$ cat config.mk
export PLATFORM = sky130hd
export DESIGN_NAME = mac_vector_feeder
export DESIGN_NICKNAME = d
export VERILOG_FILES = /design/src/rtl/mac_vector_feeder.sv
export SDC_FILE = /design/constraint.sdc
export NUM_CORES = 1
export LEC_CHECK = 0
export ABC_AREA = 0
export CAP_MARGIN = 20
export CORE_ASPECT_RATIO = 2
export CORE_MARGIN = 4
export CORE_UTILIZATION = 58
export CTS_CLUSTER_SIZE = 28
export DETAILED_ROUTE_END_ITERATION = 16
export PLACE_DENSITY = 0.94
export REMOVE_ABC_BUFFERS = 1
export SLEW_MARGIN = 20
export SYNTH_ARGS = -nofsm -noshare
export SYNTH_HDL_FRONTEND = slang
export SYNTH_SLANG_ARGS = --single-unit
$ cat constraint.sdc
create_clock -name clk -period 5.81 [get_ports clk]
set_input_delay 0.581 -clock clk [delete_from_list [all_inputs] [get_ports clk]]
set_output_delay 0.581 -clock clk [all_outputs]
set_load 0.005 [all_outputs]
$ cat src/rtl/mac_vector_feeder.sv
// Packs serial pixel/weight byte pairs into 16-lane MAC vectors, tags each vector and
// accumulates NUM_CHUNKS returned chunk sums per neuron. Build option: MAC_FEED_SAT_EN.
module mac_vector_feeder #(
    parameter int NUM_CHUNKS = 49,
    parameter int ACC_W      = 26,
    parameter int SHIFT      = 10
) (
    input  logic             clk,
    input  logic             rst,
    input  logic             in_valid,
    output logic             in_ready,
    input  logic [7:0]       in_pixel,
    input  logic [7:0]       in_weight,
    output logic [127:0]     pixels,
    output logic [127:0]     weights,
    output logic             vec_strobe,
    input  logic [19:0]      sumout,
    output logic             res_valid,
    input  logic             res_ready,
    output logic [ACC_W-1:0] res_data
);
    localparam int LANES   = 16;
    localparam int MAC_LAT = 3;
    localparam int RC_W    = (NUM_CHUNKS > 1) ? $clog2(NUM_CHUNKS) : 1;
`ifdef MAC_FEED_SAT_EN
    localparam bit SAT_EN = 1'b1;
`else
    localparam bit SAT_EN = 1'b0;
`endif

    logic [3:0]             bidx;
    logic [LANES-1:0][7:0]  stg_pix, stg_wt;
    logic [MAC_LAT:1]       vld_pipe;
    logic [RC_W-1:0]        rc;
    logic [ACC_W-1:0]       acc, acc_nxt, result, shifted;
    logic                   accept, last_byte, last_chunk, sum_here;

    assign in_ready   = !rst && (!res_valid || res_ready);
    assign accept     = in_valid && in_ready;
    assign last_byte  = (bidx == 4'd15);
    assign sum_here   = vld_pipe[MAC_LAT];
    assign last_chunk = (rc == RC_W'(NUM_CHUNKS - 1));
    assign acc_nxt    = (rc == '0) ? ACC_W'(sumout) : acc + ACC_W'(sumout);

    always_ff @(posedge clk) begin
        if (rst) begin
            bidx    <= '0;
            stg_pix <= '0;
            stg_wt  <= '0;
        end else if (accept) begin
            bidx <= bidx + 4'd1;
            // lane k lives at element 15-k, so byte 0 ends up in the MSBs (MAC lane 0)
            stg_pix[~bidx] <= in_pixel;
            stg_wt[~bidx]  <= in_weight;
        end
    end

    always_ff @(posedge clk) begin
        if (rst) begin
            pixels     <= '0;
            weights    <= '0;
            vec_strobe <= 1'b0;
        end else begin
            vec_strobe <= accept && last_byte;
            if (accept && last_byte) begin
                pixels  <= {stg_pix[LANES-1:1], in_pixel};
                weights <= {stg_wt[LANES-1:1], in_weight};
            end
        end
    end

    // Tag tracks each vector through the MAC; the top bit lines up with its sumout.
    always_ff @(posedge clk) begin
        if (rst) vld_pipe <= '0;
        else     vld_pipe <= {vld_pipe[MAC_LAT-1:1], vec_strobe};
    end

    always_ff @(posedge clk) begin
        if (rst) begin
            acc <= '0;
            rc  <= '0;
        end else if (sum_here) begin
            acc <= acc_nxt;
            rc  <= last_chunk ? '0 : rc + RC_W'(1);
        end
    end

    // Result register is separate so the next neuron can accumulate while this one waits.
    always_ff @(posedge clk) begin
        if (rst) begin
            result    <= '0;
            res_valid <= 1'b0;
        end else if (sum_here && last_chunk) begin
            result    <= acc_nxt;
            res_valid <= 1'b1;
        end else if (res_ready) begin
            res_valid <= 1'b0;
        end
    end

    assign shifted  = result >> SHIFT;
    assign res_data = !SAT_EN ? result
                    : (shifted > ACC_W'(255)) ? ACC_W'(255) : shifted;
endmodule

==> out/qor.yml <==
logic_synthesis:
  netlist.top_cell.by_area: "sky130_fd_sc_hd__dfxtp_1"
  synth.ff_latch_count: 563
  synthMuxAreaShare: 0.00327
  synthesis.area_sq_um: 21400
  synth-compound-area-share: 0.171
  synth.distinct_cells: 71
  post_synth_and_or_nand_nor_area_fraction: 0.228
  largest_family_of_logic_cells_by_synthesized_area: "simple AND/OR/NAND/NOR gates"
  synth_edf_count: 0
  area_share_of_xor_xnor_cells_in_the_synthesized_design: 0.00941
  synth_top_flop_cell: "sky130_fd_sc_hd__dfxtp_1"
  synth_sequential_area_ratio: 0.527
  postSynthAreaPerCell_sq_um: 7.80
  synth_top_cell_area_share: 0.527
  synth.yosys.warnings: 0
  async_flop_share: 0
  postSynthCellCount: 2744
  synth_adder_area_share: 0.0161
  synth_area_leaders: "sky130_fd_sc_hd__dfxtp_1, sky130_fd_sc_hd__nand2_1, sky130_fd_sc_hd__a21oi_1"
sta:
  fin_ws_ns: 2.16
  final.min_clock_period_ns: 3.65
  final-max-slew-violation-count: 0
  worst_slew_margin_rel: 0.169
  timing.hold.ws_ns: 0.376
  fin_hold_viols: 0
  layout_worst_path_cycle_share: 0.627
  clock.fmax_mhz: 274
  finClkSkew_ns: 0.0281
  grt_setup_unrepaired: "no"
  tightestPinTransition_ns: 1.24
  final_setup_viols: 0
power_and_ir_drop:
  power.switching_fraction: 0.222
  power.share.clock: 0.426
  static-leakage-power_nw: 8.50
  power.share.sequential: 0.541
  intPower_w: 0.00558
  cellPowerDensity_nw_per_um2: 276
  finalPower_w: 0.00717
  p_comb_frac: 0.034
  switchingPower_w: 0.00159
  worst_ir_drop_vdd_uv: 289
die:
  die_area_sq_um: 40200
  initial_core_util: 0.588
  pin_count: 325
  die_y_um: 280
  die_width_um: 144
  num_rows: 99
  design.core.area_sq_um: 36400
layout:
  sequential_cell_area_sq_um: 11300
  stdcell_area_sq_um: 26000
  drive_above_1_share: 0.0408
  multi_input_gate_area_sq_um: 9200
  synthToLayoutAreaGrowth_pct: 21.3
  fillers: 2614
  nNetsFinal: 2978
  diodes: 0
  final-instance-count-excl-fill: 3398
placed_design:
  dpl_cell_area_sq_um: 24400
  placedCellCount: 3316
  pre_cts_setup_slack_ns: 1.65
  buffer_ports.inserted: 324
  hpwlAfterDp_um: 45900
  gpl.final_weighted_congestion: 0.944
detailed_routing:
  drt_drc_violations_left: 0
  vias_per_cell: 6.02
  totalWireLength_um: 70600
  dr.first_iter.drc_count: 2071
  detail_route.first_pass.iterations: 6
  route.detailed.wl_per_inst_um: 20.8
  via_count: 20400
  ant_nets: 0
setup_path:
  worst-r2r-setup-slack_ns: 2.25
  rr_worst_depth: 7
  worst_setup_path_endpoint: "weights[106]"
  crit_path_max_fanout: 153
  setup.worst_path.start_class: "input port"
  worstReg2RegEnd: "weights[106]"
  endpoint_kind: "flip-flop"
  worstPathArrival_ns: 4.11
  startpoint: "res_ready"
  worst-endpoint-required_ns: 6.28
  kind_of_critical_path: "input port to flip-flop"
  regToRegStartpoint: "res_valid"
clocking:
  cts_inserted_buffers: 45
  h-tree-depth: 2
  clock_sinks: 563
  cts_tree: "built"
  clock_pin_slew_on_the_worst_setup_and_hold_paths_ns: 0.07
  clock-root-buffer: "sky130_fd_sc_hd__clkbuf_16"
  ctsHoldBuffers: 0
  postCtsSetupRepairBufs: 0
  clock_insertion_delay_at_the_later_pin_of_the_skew_report_ns: 0.57
  cts.repair.resized: 0
  clock_tree.buffer_depth: 3
global_route:
  grt_util_all_layers: 0.341
  antenna_violations_before_repair: 0
  grt_first_pass_wirelength_um: 108000
  globalRoute.totalOverflow: 0
  largest_net_degree_at_the_start_of_global_routing: 257
  number_of_global_route_vias_before_repair: 20200
hold_path:
  holdCritStartpoint: "rst"
  hold_class: "input port to flip-flop"
outcome:
  outcome: "finished clean"
job:
  drv_cap: 0
## per-stage QoR
stage	util	setup TNS [ns]
3_3_place_gp	0.671	0
2_1_floorplan	-	-2003.97
3_5_place_dp	0.671	0
6_report	0.713	0
5_1_grt	0.713	0
4_1_cts	0.711	0
## cells in the final DEF (no fill, tap or decap), drive strengths merged, types with 13 or more instances in the layout
master	count
a211oi	24
a21oi	531
buf	17
clkbuf	65
clkdlybuf4s50	321
dfxtp	563
ha	26
inv	16
nand2	1047
nand3	27
nand4	14
nor2	65
nor3	13
o21ai	43
xnor2	15
## cell families (layout without fill, tap and decap cells)
logic type      Yosys count  in the layout
compound gates          671            671
fa+ha+maj                27             27
mux                       7              7
flops                   563            563
simple gates           1221           1221
xor+xnor                 23             23
buf+inv                 232            432
## power by group through the flow
stage	registers (W)	logic [W]	clock network, W
floorplan	0.00396	0.0000661	0
global placement	0.00396	0.000229	0
detailed placement	0.00397	0.000232	0
CTS	0.00388	0.000235	0.00307
global route	0.00388	0.000254	0.00320
finish	0.00388	0.000241	0.00305
## routing by layer
| layer | wire length [um] | track usage | vias up | share of wire |
|---|---|---|---|---|
| met2 | 36600 | 0.607 | 1114 | 0.52 |
| met3 | 4790 | 0.0465 | 329 | 0.068 |
| li1 | - | - | 9342 | - |
| met1 | 23100 | 0.358 | 9660 | 0.33 |
| met4 | 6080 | 0.252 | 0 | 0.086 |
| met5 | 0 | 0 | - | 0 |
## worst min path at each step
stage,to,slack [ns],cells past startpoint
final,weights[49],0.38,2
after global routing,pixels[43],0.39,2
after CTS,weights[50],0.36,2
after detailed placement,vld_pipe[3],0.42,1
after global placement,vld_pipe[3],0.42,1
after floorplan,vld_pipe[2],0.41,1
## synth_stat cells, types with 10 or more instances
library cell	number
sky130_fd_sc_hd__ha_1	26
sky130_fd_sc_hd__a211oi_1	21
sky130_fd_sc_hd__o21ai_0	39
sky130_fd_sc_hd__inv_1	13
sky130_fd_sc_hd__nand3_1	26
sky130_fd_sc_hd__nor2_1	65
sky130_fd_sc_hd__buf_2	62
sky130_fd_sc_hd__a31oi_1	11
sky130_fd_sc_hd__or3_1	10
sky130_fd_sc_hd__nand2_1	1047
sky130_fd_sc_hd__clkbuf_1	142
sky130_fd_sc_hd__nor2b_1	12
sky130_fd_sc_hd__nand4_1	14
sky130_fd_sc_hd__xnor2_1	15
sky130_fd_sc_hd__buf_1	10
sky130_fd_sc_hd__dfxtp_1	563
sky130_fd_sc_hd__a21oi_1	529
## final cells by class
cell class,instances,area share
repair buffers,338,0.131
multi-input cells,1949,0.354
clock inverters,15,0.00501
clock buffers,65,0.0513
inverters,14,0.00231
well taps,454,0.0219
flip-flops and latches,563,0.434
## flip-flops by register name, indices dropped and copies added, names as in the netlist
register,count
res_data,26
bidx,4
res_valid,1
vec_strobe,1
stg_wt,120
vld_pipe,3
rc,6
pixels,128
acc,26
weights,128
stg_pix,120
## critical path, stage by stage
cell	delay, ns
sky130_fd_sc_hd__clkdlybuf4s50_1	0.45
sky130_fd_sc_hd__nor2b_1	0.10
sky130_fd_sc_hd__nor3b_2	0.85
sky130_fd_sc_hd__nand4_1	0.49
sky130_fd_sc_hd__inv_8	0.77
sky130_fd_sc_hd__buf_12	0.47
sky130_fd_sc_hd__nand2_1	0.15
sky130_fd_sc_hd__a21oi_1	0.20
Power figures use the tool's default switching activity.
